### config.mk
export PLATFORM = sky130hd
export DESIGN_NAME = median_frame_ctrl
export DESIGN_NICKNAME = d
export VERILOG_FILES = /design/src/rtl/median_pkg.sv /design/src/rtl/median_win_addr.sv /design/src/rtl/median_frame_ctrl.sv
export SDC_FILE = /design/constraint.sdc
export NUM_CORES = 1
export LEC_CHECK = 0
export CAP_MARGIN = 30
export CORE_MARGIN = 10
export CORE_UTILIZATION = 45
export DETAILED_ROUTE_END_ITERATION = 7
export PLACE_DENSITY = 0.72
export SLEW_MARGIN = 10
export SYNTH_ARGS = -nofsm -noshare
export SYNTH_HDL_FRONTEND = slang
export SYNTH_SLANG_ARGS = --single-unit
### constraint.sdc
create_clock -name i_clk -period 6.8 [get_ports i_clk]
set_clock_uncertainty 0.05 [all_clocks]
set_input_delay 0.68 -clock i_clk [delete_from_list [all_inputs] [get_ports i_clk]]
set_output_delay 0.68 -clock i_clk [all_outputs]
set_load 0.005 [all_outputs]
### src/rtl/median_pkg.sv
// rtl/median_pkg.sv - shared types and tap-offset helpers for the median frame sequencer
package median_pkg;

    typedef enum logic [1:0] {
        IDLE  = 2'd0,
        FETCH = 2'd1,
        WAIT  = 2'd2,
        WRITE = 2'd3
    } state_t;

    localparam int NTAPS = 9;

    localparam logic signed [1:0] OFF_NEG  = -2'sd1;
    localparam logic signed [1:0] OFF_ZERO = 2'sd0;
    localparam logic signed [1:0] OFF_POS  = 2'sd1;

    // Row offset of tap k: rows -1, 0, +1 in groups of three taps
    function automatic logic signed [1:0] tap_row_off(input logic [3:0] k);
        if (k < 4'd3)      return OFF_NEG;
        else if (k < 4'd6) return OFF_ZERO;
        else               return OFF_POS;
    endfunction

    // Column offset of tap k: columns -1, 0, +1 repeating within each row
    function automatic logic signed [1:0] tap_col_off(input logic [3:0] k);
        case (k)
            4'd0, 4'd3, 4'd6: return OFF_NEG;
            4'd1, 4'd4, 4'd7: return OFF_ZERO;
            default:          return OFF_POS;
        endcase
    endfunction

endpackage

### src/rtl/median_win_addr.sv
// rtl/median_win_addr.sv - clamped 3x3 window read address for pixel (x,y), tap k
module median_win_addr
    import median_pkg::*;
#(
    parameter int WIDTH_LOG2 = 8
) (
    input  logic [WIDTH_LOG2-1:0]   i_x,
    input  logic [WIDTH_LOG2-1:0]   i_y,
    input  logic [3:0]              i_k,
    output logic [2*WIDTH_LOG2-1:0] o_addr
);

    // Two spare bits: one for the sign, one so that (W-1)+1 stays positive
    localparam int SW = WIDTH_LOG2 + 2;
    localparam logic signed [SW-1:0] C_MAX = SW'((1 << WIDTH_LOG2) - 1);

    logic signed [1:0]      w_drow;
    logic signed [1:0]      w_dcol;
    logic signed [SW-1:0]   w_sx;
    logic signed [SW-1:0]   w_sy;
    logic [WIDTH_LOG2-1:0]  w_rx;
    logic [WIDTH_LOG2-1:0]  w_ry;

    // Offset the pixel coordinates by the tap offsets and clamp to the image edges
    always_comb begin
        w_drow = tap_row_off(i_k);
        w_dcol = tap_col_off(i_k);
        w_sx   = $signed({2'b00, i_x}) + $signed({{WIDTH_LOG2{w_dcol[1]}}, w_dcol});
        w_sy   = $signed({2'b00, i_y}) + $signed({{WIDTH_LOG2{w_drow[1]}}, w_drow});

        if (w_sx < 0)           w_rx = '0;
        else if (w_sx > C_MAX)  w_rx = C_MAX[WIDTH_LOG2-1:0];
        else                    w_rx = w_sx[WIDTH_LOG2-1:0];

        if (w_sy < 0)           w_ry = '0;
        else if (w_sy > C_MAX)  w_ry = C_MAX[WIDTH_LOG2-1:0];
        else                    w_ry = w_sy[WIDTH_LOG2-1:0];
    end

    assign o_addr = {w_ry, w_rx};

endmodule

### src/rtl/median_frame_ctrl.sv
// rtl/median_frame_ctrl.sv - whole-frame 3x3 window sequencer feeding a serial median unit
module median_frame_ctrl
    import median_pkg::*;
#(
    parameter int WIDTH_LOG2 = 8
) (
    input  logic                    i_clk,
    input  logic                    i_rst_n,
    input  logic                    i_start,
    output logic                    o_busy,
    output logic                    o_done,
    output logic [2*WIDTH_LOG2-1:0] o_raddr,
    input  logic [7:0]              i_rdata,
    output logic [7:0]              o_mdi,
    output logic                    o_mdsi,
    input  logic [7:0]              i_mdo,
    input  logic                    i_mdso,
    output logic [2*WIDTH_LOG2-1:0] o_waddr,
    output logic [7:0]              o_wdata,
    output logic                    o_we
);

    localparam int AW = 2 * WIDTH_LOG2;
    localparam logic [WIDTH_LOG2-1:0] C_EDGE  = '1;
    localparam logic [3:0]            C_KLAST = 4'(NTAPS - 1);

    state_t                 r_state;
    state_t                 w_next;
    logic [WIDTH_LOG2-1:0]  r_x;
    logic [WIDTH_LOG2-1:0]  r_y;
    logic [3:0]             r_k;
    logic                   r_mdsi;
    logic                   r_done;
    logic [AW-1:0]          r_waddr;
    logic [7:0]             r_wdata;
    logic                   w_last_pix;
    logic                   w_tap_end;

    assign w_last_pix = (r_x == C_EDGE) && (r_y == C_EDGE);
    assign w_tap_end  = (r_k == C_KLAST);

    median_win_addr #(
        .WIDTH_LOG2 (WIDTH_LOG2)
    ) u_win_addr (
        .i_x    (r_x),
        .i_y    (r_y),
        .i_k    (r_k),
        .o_addr (o_raddr)
    );

    // State register
    always_ff @(posedge i_clk or negedge i_rst_n) begin
        if (!i_rst_n) r_state <= IDLE;
        else          r_state <= w_next;
    end

    // Next-state: nine fetch taps, wait for the median, one write per pixel
    always_comb begin
        w_next = r_state;
        case (r_state)
            IDLE:    if (i_start)   w_next = FETCH;
            FETCH:   if (w_tap_end) w_next = WAIT;
            WAIT:    if (i_mdso)    w_next = WRITE;
            WRITE:   w_next = w_last_pix ? IDLE : FETCH;
            default: w_next = IDLE;
        endcase
    end

    // Decoded outputs
    always_comb begin
        o_we   = (r_state == WRITE);
        o_busy = (r_state != IDLE);
    end

    // Pixel/tap counters, sample strobe, result register and done pulse
    always_ff @(posedge i_clk or negedge i_rst_n) begin
        if (!i_rst_n) begin
            r_x     <= '0;
            r_y     <= '0;
            r_k     <= '0;
            r_mdsi  <= 1'b0;
            r_done  <= 1'b0;
            r_waddr <= '0;
            r_wdata <= '0;
        end else begin
            r_done <= 1'b0;
            // One-cycle delay lines the strobe up with the synchronous-read data
            r_mdsi <= (r_state == FETCH);
            case (r_state)
                IDLE: begin
                    if (i_start) begin
                        r_x <= '0;
                        r_y <= '0;
                        r_k <= '0;
                    end
                end
                FETCH: begin
                    r_k <= w_tap_end ? 4'd0 : r_k + 4'd1;
                end
                WAIT: begin
                    if (i_mdso) begin
                        r_wdata <= i_mdo;
                        r_waddr <= {r_y, r_x};
                    end
                end
                WRITE: begin
                    r_x <= r_x + 1'b1;
                    if (r_x == C_EDGE) r_y <= r_y + 1'b1;
                    if (w_last_pix)    r_done <= 1'b1;
                end
                default: ;
            endcase
        end
    end

    assign o_mdi   = i_rdata;
    assign o_mdsi  = r_mdsi;
    assign o_done  = r_done;
    assign o_waddr = r_waddr;
    assign o_wdata = r_wdata;

endmodule

# Word-level counts from Yosys, hierarchy flattened
# Cells that the tools add are included.
# op_classes
add_sub_neg	5
magnitude_cmp	6
eq_ne	15
muxes	21
n_reduce_logical	13
# ops
operator	n
$mux W8	6
$pmux W8 S2	2
$add A9 B2 Y10	2
$gt A10 B9 Y1 const B	2
$lt A10 B1 Y1 const B	2
$add A8 B1 Y8 const B	2
$eq A8 B8 Y1 const B	2
$eq A4 B3 Y1 const B	3
$mux W2	4
$mux W4	2
$pmux W2 S4	1
$pmux W4 S2	1
$ne A2 B2 Y1 const B	3
$reduce_and A2 Y1	3
$reduce_and A3 Y1	2
$reduce_bool A2 Y1	3
$reduce_or A3 Y1	2
$add A4 B1 Y4 const B	1
$eq A2 B2 Y1 const B	2
$eq A4 B1 Y1 const B	1
$eq A4 B2 Y1 const B	1
$eq A4 B4 Y1 const B	1
$logic_not A4 Y1	1
$lt A4 B2 Y1 const B	1
other kinds (7)	10
# word_totals
reg_bits	48
input_bits	20
output_inout_bits	52
elab_cells	68

# Depth between registers and ports, before layout
# Gate-level depths: netlist of run 1.
# depth
ltp_word	7
ltp_mapped	14
depth_no_buf	14

# Modules after synthesis
# From an unflattened synthesis of run 1, not the netlist that was laid out.
# unflattened
hier_cells	326
area_unflattened_um2	3229.3
# by_module_without_submodules
mod	n_inst	cells_per_inst	area_per_inst_um2	seq_area_each_um2
median_frame_ctrl	1	197	2287.2	1201.2
median_win_addr	1	129	942.2	0.0

# Least setup slack after synthesis of run 1
# No wires, ideal clock.
# synth_path
path_kind	register -> output
start	register r_k[0]
end	output o_raddr[0]
arrival_time_ns	2.786
required_time_ns	6.070
path_slack_ns	3.284
path_stages_with_launch	11
n_path_buf	0
cell_sequence	dfrtp_1 ha_1 nor3_2 nor3b_4 ha_1 a211oi_2 nor2_2 o21ai_4 a21oi_2 a211o_1 o211ai_1
# synth_between
elab_chain_len	7
word_cells_on_any_way	14
classes_between	1 x add/sub; 2 x order compare; 5 x eq/ne; 3 x mux; 3 x reduce/logical
# synth_rtl
element	line_no	text
from (decl)	median_frame_ctrl.sv:31	logic [3:0] r_k;
from (signal assigned)	median_frame_ctrl.sv:98	r_k <= w_tap_end ? 4'd0 : r_k + 4'd1;
$eq A4 B1 Y1, or another cell as far along	median_pkg.sv:26	case (k)
$reduce_or A3 Y1	median_pkg.sv:26	
$pmux W2 S2 *	median_pkg.sv:26	
$add A9 B2 Y10 *	median_win_addr.sv:28	w_sx = $signed({2'b00, i_x}) + $signed({{WIDTH_LOG2{w_dcol[1]}}, w_dcol});
$gt A10 B9 Y1	median_win_addr.sv:32	else if (w_sx > C_MAX) w_rx = C_MAX[WIDTH_LOG2-1:0];
$mux W8	median_win_addr.sv:32	
$mux W8 *	median_win_addr.sv:31	if (w_sx < 0) w_rx = '0;
to (decl)	median_frame_ctrl.sv:12	output logic [2*WIDTH_LOG2-1:0] o_raddr,
# Mark *: on every way between the ends. The rest lies on a longest branch, timed or not.

# Final worst setup path of run 1
# layout_path
start	register r_k[0]
end	output o_raddr[6]
# The elaborated chain is that of the path after synthesis.

==> results.md, run 1 <==
* Run status: finished, final reports clean
* Number of port buffers at 55
* Area used by multi-input combinational logic at 2030 um2
* Dominant cells by area after synthesis: sky130_fd_sc_hd__dfrtp_1 35%, sky130_fd_sc_hd__ha_1 8.0%, sky130_fd_sc_hd__mux2_2 6.9%
* Period utilisation layout at between 70% and 80%
* ANT cells at 0
* Number of fillers in the final layout at about 650
* Synth Instances at 370
* IO Count at 72
* Total leakage power at about 1.7 nW
* Worst-skew pair later-pin latency at 0.32 ns
* Max-slew violation count at 0
* Hold Buf Count CTS at 0
* Unique cell type count in the Yosys netlist at 67
* WP data arrival at 4.10 ns
* Post-CTS Setup Inserts at 0
* Number of detailed-routing iterations run before antenna repair at 4
* Net count of the finished layout at 451
* Peak ir drop on the vdd network at slightly below 300 uV
* Type of destination of the critical path: output pin
* Number of endpoints with negative hold slack in the final report at 0
* Final worst path period need at 4.83 ns
* Seq/Total Area, Yosys at about a third
* Fmax at slightly above 0.2 GHz
* Startpoint of the worst register-to-register path: r_state[1]$_DFFE_PN0P_
* Number of clock sinks at between 40 and 50
* Die width at approximately 110 um
* Worst min path class: in -> async
* Avg Cell Area, Syn at between 9 and 10 um2
* Reg area at 1200 um2
* Total Die Area at about 12000 um2
* Initial antenna violation count at 0
* Initial DRC Count at 188
* Proportion of synthesized flip-flops having asynchronous set or reset at 100%
* Total congestion overflow after global routing at 0
* Effective utilization at floorplan at about 47%
* Vias in the first global route at about 2.8k
* Pin count of the biggest net entering global routing at 26
* Share of final-layout standard cells stronger than drive strength 1 at about an eighth
* Wire length of the first global-routing pass at approximately 14000 um
* Startpoint types: flop
* Vias at around 2.9k
* Setup repair after global routing missed its margin: no
* Slew at the pin with the worst max-slew slack at between 0.8 and 0.9 ns
* Total negative setup slack at 0 ns
* Routed length per placed instance at 15.9 um
* Residual antenna-violating net count after detailed routing at 0
* Area leader, netlist: sky130_fd_sc_hd__dfrtp_1
* Maximum buffer depth of the clock tree at 2
* Number of warnings issued by yosys at 0
* Detail-routed via count per cell at 5.65
* Layout Utilization at between 50 and 60%
* Top cell types by occurrence after synthesis: 48 x sky130_fd_sc_hd__dfrtp_1, 33 x sky130_fd_sc_hd__nor2_1, 30 x sky130_fd_sc_hd__nand2_1
* Startpoint of the most critical setup path: r_k[0]$_DFFE_PN0P_
* Cell with the most instances after synthesis: sky130_fd_sc_hd__dfrtp_1
* Number of placement rows at 31
* HPWL Detailed at a little over 6000 um
* Post-synthesis cell area at 3430 um2
* Critical path required time at around 6.1 ns
* Overall track demand over capacity in global routing at 14.2%
* Relative slew margins at between 40% and 50%
* H-tree depth at 2
* Setup violators final at 0
* RePlAce Congestion at 0.864
* Startpoint-to-endpoint class of the critical path: reg -> out
* CP max FO at 17
* Top cell type's share of synthesized area at 35.0%
* Cell chosen for the clock root: sky130_fd_sc_hd__clkbuf_8
* Power per cell area at 473 nW/um2
* Clock-pin slew reported for the worst setup and hold paths after clock tree synthesis at 0.10 ns
* Main synth FF type: sky130_fd_sc_hd__dfrtp_1
* CTS buffer count at 5
* Number of enable-type register cells in the synthesized netlist at 0
* Hold WS at 0.304 ns
* Synthesized Nets at roughly 410
* Max capacitance violation total at 0
* Post-synthesis register bit count at 48
* Final routed wirelength across all metal layers at just over 8000 um
* Die Y at approximately 110 um
* Core Footprint at roughly 7300 um2
* Cts repair resizes at 0
* DRC at 0
* Area grow syn2layout at 19.9%
* TritonCTS clock tree: done
==> stage by stage <==
step                cell area, um2  setup WS (ns)  power (mW)  instances
CTS                           4120           1.96        1.97        508
global placement              3950           2.34        1.68        498
detailed placement            3980           2.34        1.71        500
floorplan                     3430           3.28        1.23        370
global route                  4120           1.68        2.11        508
finish                        4120           1.97        1.95        508
==> routing by layer <==
metal	GRT usage, %	wire, um	vias up
li1	-	-	1412
met2	24.7	4050	50
met4	3.53	76	0
met5	0	0	-
met1	18.0	3600	1400
met3	2.10	323	6
==> cell families after synthesis <==
family | synth area share [%]
multiplexers | 7.18
adder cells (fa/ha/maj) | 8.60
AO/OA/AOI/OAI | 19.6
XOR/XNOR | 4.34
AND/OR/NAND/NOR | 19.3
flip-flops | 35.0
buffers and inverters | 6.01
==> final timing paths <==
kind | endpoint | slack, ns | cells past startpoint
worst min register to register | o_waddr[7]$_DFFE_PN0P_ | 0.44 | 2
min in group i_clk | o_waddr[7]$_DFFE_PN0P_ | 0.44 | 2
max in group asynchronous | r_x[7]$_DFFE_PN0P_ | 5.84 | 2
worst max register to register | r_x[5]$_DFFE_PN0P_ | 4.58 | 6
worst max-delay path | o_raddr[6] | 1.97 | 11
worst min-delay path | o_wdata[1]$_DFFE_PN0P_ | 0.30 | 1
==> sequential cells by signal (all words and copies together), names as in the netlist <==
| register | flops |
|---|---|
| o_waddr | 16 |
| o_wdata | 8 |
| r_x | 8 |
| r_y | 8 |
| r_k | 4 |
| r_state | 2 |
| o_done | 1 |
| o_mdsi | 1 |
==> report_power, final <==
| part | leakage [nW] | total (mW) | internal (mW) | switching, mW |
|---|---|---|---|---|
| logic | 1.02 | 1.26 | 0.633 | 0.631 |
| registers | 0.635 | 0.429 | 0.357 | 0.0724 |
| clock network | 0.0687 | 0.255 | 0.148 | 0.107 |
==> cell type report <==
| class | count | area share (%) |
|---|---|---|
| Multi-Input combinational cell | 283 | 49.2 |
| Tap cell | 99 | 3.01 |
| Timing Repair Buffer | 57 | 14.1 |
| Sequential cell | 48 | 29.2 |
| Clock inverter | 3 | 1.67 |
| Inverter | 13 | 1.19 |
| Clock buffer | 5 | 1.67 |
==> critical path: stages (launching register included) <==
cell	delay, ns
sky130_fd_sc_hd__dfrtp_1	0.45
sky130_fd_sc_hd__ha_1	0.31
sky130_fd_sc_hd__nor3_2	0.10
sky130_fd_sc_hd__nor3b_4	0.61
sky130_fd_sc_hd__ha_1	0.41
sky130_fd_sc_hd__a211oi_1	0.34
sky130_fd_sc_hd__o21a_1	0.27
sky130_fd_sc_hd__nor3_4	0.09
sky130_fd_sc_hd__nor2_1	0.34
sky130_fd_sc_hd__nand3_1	0.18
sky130_fd_sc_hd__o211ai_1	0.14
sky130_fd_sc_hd__clkdlybuf4s50_1	0.54
==> placed cells by master (no fill, tap or decap), types with 3 or more instances in the layout <==
| cell type | n |
|---|---|
| sky130_fd_sc_hd__clkdlybuf4s50_1 | 54 |
| sky130_fd_sc_hd__dfrtp_1 | 48 |
| sky130_fd_sc_hd__nor2_1 | 33 |
| sky130_fd_sc_hd__nand2_1 | 30 |
| sky130_fd_sc_hd__ha_1 | 22 |
| sky130_fd_sc_hd__mux2_2 | 21 |
| sky130_fd_sc_hd__o21ai_0 | 17 |
| sky130_fd_sc_hd__o21ai_1 | 14 |
| sky130_fd_sc_hd__a21oi_1 | 13 |
| sky130_fd_sc_hd__inv_1 | 12 |
| sky130_fd_sc_hd__nand3_1 | 12 |
| sky130_fd_sc_hd__xnor2_1 | 10 |
| sky130_fd_sc_hd__o211ai_1 | 10 |
| sky130_fd_sc_hd__nand4_1 | 9 |
| sky130_fd_sc_hd__nor3_1 | 7 |
| sky130_fd_sc_hd__xor2_1 | 7 |
| sky130_fd_sc_hd__a21o_1 | 6 |
| sky130_fd_sc_hd__clkbuf_8 | 5 |
| sky130_fd_sc_hd__and3_1 | 4 |
| sky130_fd_sc_hd__nand2b_1 | 4 |
| sky130_fd_sc_hd__nor3_2 | 3 |
| sky130_fd_sc_hd__nor2b_1 | 3 |
| sky130_fd_sc_hd__o22ai_1 | 3 |
| sky130_fd_sc_hd__o311ai_1 | 3 |
| sky130_fd_sc_hd__nor2_2 | 3 |
| sky130_fd_sc_hd__o21a_1 | 3 |
| sky130_fd_sc_hd__a211oi_1 | 3 |
| sky130_fd_sc_hd__or3_1 | 3 |
No activity file was read; power rests on OpenSTA's default activity.
==> run 2: changes to the inputs <==
--- a/config.mk
+++ b/config.mk
@@ -9,7 +9,7 @@
 export CORE_MARGIN = 10
 export CORE_UTILIZATION = 45
 export DETAILED_ROUTE_END_ITERATION = 7
-export PLACE_DENSITY = 0.72
+export PLACE_DENSITY = 0.75
 export SLEW_MARGIN = 10
 export SYNTH_ARGS = -nofsm -noshare
 export SYNTH_HDL_FRONTEND = slang
==> constraint.sdc (replaced) <==
create_clock -name i_clk -period 4.2 [get_ports i_clk]
set_clock_uncertainty 0.05 [all_clocks]
set_input_delay 0.42 -clock i_clk [delete_from_list [all_inputs] [get_ports i_clk]]
set_output_delay 0.42 -clock i_clk [all_outputs]
set_load 0.005 [all_outputs]
==> run 2 against run 1 <==
Against the previous run: highest routed layer unchanged; critical path type unchanged; hold slack worse by 0.16 ns; combinational power up 83%; clock-buffer cell count unchanged.
==> results.md, run 2 (same netlist as run 1, synthesis figures left out) <==
* Run status: finished, final reports clean
* Worst min path class: in -> async
* Pin count of the biggest net entering global routing at 49
* Critical path buffers and inverters at 4
* Number of clock sinks at 48
* Initial DRC Count at between 150 and 200
* CTS buffer count at 5
* Detail-routed via count per cell at roughly 5.7
* Clock-pin slew reported for the worst setup and hold paths after clock tree synthesis at 0.10 ns
* Startpoint types: flop
* HPWL Detailed at 6060 um
* Number of port buffers at 55
* Peak ir drop on the vdd network at around 380 uV
* TritonCTS clock tree: done
* WP data arrival at 3.63 ns
* Final routed wirelength across all metal layers at 8430 um
* Period utilisation layout at slightly below 100%
* Residual antenna-violating net count after detailed routing at 0
* Reg area at 1200 um2
* Total negative setup slack at 0 ns
* Maximum buffer depth of the clock tree at 2
* Max capacitance violation total at 0
* Share of final-layout standard cells stronger than drive strength 1 at about 18%
* Number of fillers in the final layout at 611
* Area grow syn2layout at 24.1%
* Highest-delay cell along the critical path: sky130_fd_sc_hd__clkdlybuf4s50_1
* Max-slew violation count at 0
* Total leakage power at 1.89 nW
* Layout Utilization at about three fifths
* Critical path required time at about 3.7 ns
* Die Y at about 110 um
* Post-place setup slack at 0.0276 ns
* ANT cells at 0
* Total Die Area at between 10000 and 15000 um2
* Area used by multi-input combinational logic at 2070 um2
* DRC at 0
* IO Count at about 70
* Slew at the pin with the worst max-slew slack at roughly 0.90 ns
* Area after DPL at between 3000 and 4000 um2
* Worst-case register-to-register setup slack at 1.97 ns
* Final worst path period need at about 4.1 ns
* Setup repair after global routing missed its margin: yes
* Type of destination of the critical path: output pin
* Cell chosen for the clock root: sky130_fd_sc_hd__clkbuf_8
* Hold Buf Count CTS at 0
* Final critical-path setup slack at 0.0957 ns
* Overall track demand over capacity in global routing at between 10 and 15%
* CP max FO at 8
* Power per cell area at about 800 nW/um2
* Number of detailed-routing iterations run before antenna repair at 4
* Commonest non-fill, non-tap cell in the layout: sky130_fd_sc_hd__dfrtp_1
* Relative slew margins at 39.6%
* Fmax at 0.244 GHz
* Startpoint-to-endpoint class of the critical path: reg -> out
* Family of cells with the greatest summed delay on the critical path: buffers and inverters
* Most frequent cells in the layout: 48 x sky130_fd_sc_hd__dfrtp_1, 47 x sky130_fd_sc_hd__clkdlybuf4s50_1, 32 x sky130_fd_sc_hd__nor2_1
* Setup violators final at 0
* Worst-skew pair later-pin latency at 0.30 ns
* Die width at approximately 110 um
* Vias at 2951
* RePlAce Congestion at ~0.87
* Vias in the first global route at roughly 2.8k
* Routed length per placed instance at around 16 um
* Net count of the finished layout at between 400 and 500
* Core Footprint at between 7000 and 8000 um2
* Post-route cell area at approximately 4300 um2
* Number of endpoints with negative hold slack in the final report at 0
* Wire length of the first global-routing pass at 13800 um
* Critical Path, Cell by Cell: buf_4, ha_1, nand2b_1, nor3b_4, buf_4, buf_4, fa_2, a211oi_2, o21a_1, o311ai_1, a221o_1, o31a_1, o311ai_1, clkdlybuf4s50_1
* Number of placement rows at 31
* Most used cell, CP: sky130_fd_sc_hd__buf_4
* Effective utilization at floorplan at 46.8%
* Initial antenna violation count at 0
* Total congestion overflow after global routing at 0
* Delay of the slowest cell on the worst path at between 0.5 and 0.6 ns
* H-tree depth at 2
* Max FFs per register at 16
run 2: final timing paths:
kind / startpoint / endpoint / depth (start not counted)
hold reg to reg: o_waddr[1]$_DFFE_PN0P_ / o_waddr[1]$_DFFE_PN0P_ / 2
min in group i_clk: o_waddr[1]$_DFFE_PN0P_ / o_waddr[1]$_DFFE_PN0P_ / 2
setup / recovery: r_k[1]$_DFFE_PN0P_ / o_raddr[7] / 14
setup reg to reg: r_state[1]$_DFFE_PN0P_ / r_x[5]$_DFFE_PN0P_ / 6
max in group asynchronous: i_rst_n / r_y[0]$_DFFE_PN0P_ / 2
hold / removal: i_rst_n / o_wdata[2]$_DFFE_PN0P_ / 2
run 2: layout make-up:
| type | instances | area share [%] |
|---|---|---|
| clock inverters | 3 | 1.09 |
| multi-input cells | 283 | 48.6 |
| repair buffers | 71 | 16.5 |
| well taps | 99 | 2.91 |
| inverters | 13 | 1.15 |
| flip-flops and latches | 48 | 28.2 |
| clock buffers | 5 | 1.61 |
run 2: where the power goes:
part / total [mW] / switching (mW) / internal (mW)
clock: 0.346 / 0.166 / 0.180
sequential: 0.690 / 0.113 / 0.578
combinational: 2.30 / 1.14 / 1.16
run 2: routing by layer:
| layer | wire (um) | global-route usage, % | up-vias |
|---|---|---|---|
| met5 | 0 | 0 | - |
| li1 | - | - | 1433 |
| met3 | 350 | 2.04 | 11 |
| met2 | 4380 | 25.5 | 76 |
| met4 | 105 | 4.68 | 0 |
| met1 | 3600 | 16.7 | 1431 |
run 2: stage by stage:
step           cells  hold WS [ns]  total power [mW]
6_report         522         0.146              3.33
5_1_grt          522         0.182              3.59
4_1_cts          512         0.172              3.20
3_5_place_dp     500         0.421              2.78
3_3_place_gp     499         0.417              2.72
2_1_floorplan    370        0.0744              2.00
run 2: timing repair:
| action | CTS | global route |
|---|---|---|
| endpoints found under the hold margin | 0 | 0 |
| setup endpoints to repair | 8 | 8 |
| pin swaps | 2 | 4 |
| buffers inserted | 4 | 10 |
| resized for setup | 4 | 14 |
==> run 3: changes to the inputs <==
--- a/config.mk
+++ b/config.mk
@@ -9,6 +9,7 @@
 export CORE_MARGIN = 10
 export CORE_UTILIZATION = 45
 export DETAILED_ROUTE_END_ITERATION = 7
+export MAX_ROUTING_LAYER = met4
 export PLACE_DENSITY = 0.75
 export SLEW_MARGIN = 10
 export SYNTH_ARGS = -nofsm -noshare
==> run 3 against run 2 <==
Against the previous run: sequential share of layout area increased by 0.27 points; power decreased by 4.4%; hold slack improved by 0.0090 ns; fmax increased by 7.9%; clock power decreased by 15%; critical path depth decreased by 2; via count decreased by 0.78%; combinational power decreased by 4%; utilization decreased by 0.55 points; largest cell class unchanged; highest routed layer unchanged.
==> results.md, run 3 (same netlist as run 1, synthesis figures left out) <==
* Final routed wirelength across all metal layers at about 8300 um
* Power per cell area at between 700 and 800 nW/um2
* Most used cell, CP: sky130_fd_sc_hd__ha_1
* Worst Reg-to-Reg Cells at 7
* Final worst path period need at around 3.8 ns
* Part of the total power dissipated in the clock network at approximately a tenth
* Die width at ~110 um
* Initial antenna violation count at 0
* Family of cells with the greatest summed delay on the critical path: adder cells
* Max capacitance violation total at 0
* Area grow syn2layout at 23.0%
* Effective utilization at floorplan at between 40% and 50%
* Net count of the finished layout at 460
* Detail-routed via count per cell at about 5.7
* Max FFs per register at 16
* Total negative setup slack at 0 ns
* HPWL Detailed at 6180 um
* Internal cell power at approximately 1.8 mW
* WP data arrival at 3.33 ns
* Startpoint-to-endpoint class of the critical path: reg -> out
* Area after DPL at roughly 4000 um2
* CP max FO at 10
* Setup violators final at 0
* Residual antenna-violating net count after detailed routing at 0
* Critical Path, Cell by Cell: ha_2, nand2_1, a21o_1, ha_1, ha_1, nor3_1, nor2_1, o21ai_1, xor2_1, a21oi_1, a31oi_1, clkdlybuf4s50_1
* Peak ir drop on the vdd network at around 340 uV
* Most frequent cells in the layout: 48 x sky130_fd_sc_hd__dfrtp_1, 46 x sky130_fd_sc_hd__clkdlybuf4s50_1, 32 x sky130_fd_sc_hd__nor2_1
* Core Footprint at ~7300 um2
* Vias in the first global route at between 2k and 3k
* Startpoint of the worst register-to-register path: r_state[0]$_DFFE_PN0P_
* Final Instance Count excl. Fillers at around 520
* Setup repair after global routing missed its margin: no
* Capturing element of the worst setup path: o_raddr[12]
* Slew at the pin with the worst max-slew slack at roughly 0.88 ns
* Max-slew violation count at 0
* Number of port buffers at 55
* Vias at approximately 3k
* Type of destination of the critical path: output pin
* Critical path buffers and inverters at 1
* Number of endpoints with negative hold slack in the final report at 0
* Relative slew margins at roughly 41%
* Startpoint of the most critical setup path: r_k[1]$_DFFE_PN0P_
* Overall track demand over capacity in global routing at 14.8%
* Pin count of the biggest net entering global routing at slightly below 50
* Total Die Area at around 12000 um2
* Switching pwr at between 1 and 1.5 mW
* Maximum buffer depth of the clock tree at 2
* Initial DRC Count at between 80 and 90
* Startpoint types: flop
* H-tree depth at 2
* TritonCTS clock tree: done
* Wire length of the first global-routing pass at roughly 14000 um
* Worst-case register-to-register setup slack at 1.99 ns
* Number of placement rows at 31
* Number of detailed-routing iterations run before antenna repair at 4
* Power share of the combinational group at just under 70%
* Number of clock sinks at between 40 and 50
* Share of total power consumed by net switching at a little over two fifths
* Fmax at 0.263 GHz
* Number of placed instances with taps included at around 500
* ANT cells at 0
* Number of logic stages on the critical path including buffering at 12
* Die Y at between 100 and 150 um
* Period utilisation layout at roughly 90%
* Hold WS at 0.155 ns
* Hold Buf Count CTS at 0
* Cell chosen for the clock root: sky130_fd_sc_hd__clkbuf_8
* Total leakage power at between 1.5 and 2 nW
* Worst-skew pair later-pin latency at approximately 0.30 ns
* DRC at 0
* Highest-delay cell along the critical path: sky130_fd_sc_hd__clkdlybuf4s50_1
* Share of final-layout standard cells stronger than drive strength 1 at between 10% and 20%
* Routed length per placed instance at roughly 16 um
* Sequential fraction of design power at ~22%
* Commonest non-fill, non-tap cell in the layout: sky130_fd_sc_hd__dfrtp_1
* Run status: finished, final reports clean
* CTS buffer count at 5
* Critical path required time at around 3.7 ns
* Post-route cell area at around 4200 um2
* Worst min path class: in -> async
* IO Count at a little over 70
* Clock-pin slew reported for the worst setup and hold paths after clock tree synthesis at ~0.090 ns
* Delay of the slowest cell on the worst path at 0.53 ns
* Worst flop-to-flop path endpoint: r_x[5]$_DFFE_PN0P_
* Total congestion overflow after global routing at 0
* RePlAce Congestion at around 0.88
[run 3: through the flow]
stage / setup slack [ns] / power (mW) / utilization (%)
after floorplan: 0.944 / 2.00 / -
after global placement: 0.164 / 2.74 / 54.1
after detailed placement: 0.0143 / 2.79 / 54.5
after CTS: 0.0273 / 3.18 / 56.6
after global routing: 0.162 / 3.46 / 57.6
final: 0.396 / 3.19 / 57.6
[run 3: final cells by class]
cell class                 count  area, um2
fill                         649       3110
multi-input combinational    283       2070
sequential                    48       1200
timing repair buffer          66        681
tap                           99        124
clock buffer                   6       82.6
inverter                      13       48.8
clock inverter                 2       13.8
[run 3: power groups by stage]
stage	registers [mW]	logic, mW	clock network [mW]
6_report	0.695	2.20	0.295
5_1_grt	0.716	2.42	0.324
3_3_place_gp	0.696	2.05	0
2_1_floorplan	0.674	1.32	0
4_1_cts	0.695	2.18	0.302
3_5_place_dp	0.704	2.09	0
[run 3: how the worst min path moves through the flow]
stage,from,to,slack [ns],depth (start not counted)
finish,i_rst_n,o_wdata[2]$_DFFE_PN0P_,0.16,2
CTS,i_rst_n,o_wdata[2]$_DFFE_PN0P_,0.18,2
floorplan,i_rst_n,o_done$_DFF_PN0_,0.07,0
global placement,o_waddr[7]$_DFFE_PN0P_,o_waddr[7]$_DFFE_PN0P_,0.42,2
global route,i_rst_n,o_wdata[2]$_DFFE_PN0P_,0.20,2
detailed placement,o_waddr[1]$_DFFE_PN0P_,o_waddr[1]$_DFFE_PN0P_,0.43,2
[run 3: routing by layer]
layer	track usage, %	wire length (um)	vias up
met2	25.7	4310	53
met3	2.10	279	10
met4	4.01	114	0
li1	-	-	1419
met1	17.5	3560	1446
met5	-	0	-
[run 3: timing repair]
action                                  CTS  global route
buffers inserted                          4             3
hold endpoints to repair                  0             0
pin swaps                                 2             7
endpoints found under the setup margin    8             8
gates resized for setup                   4            16
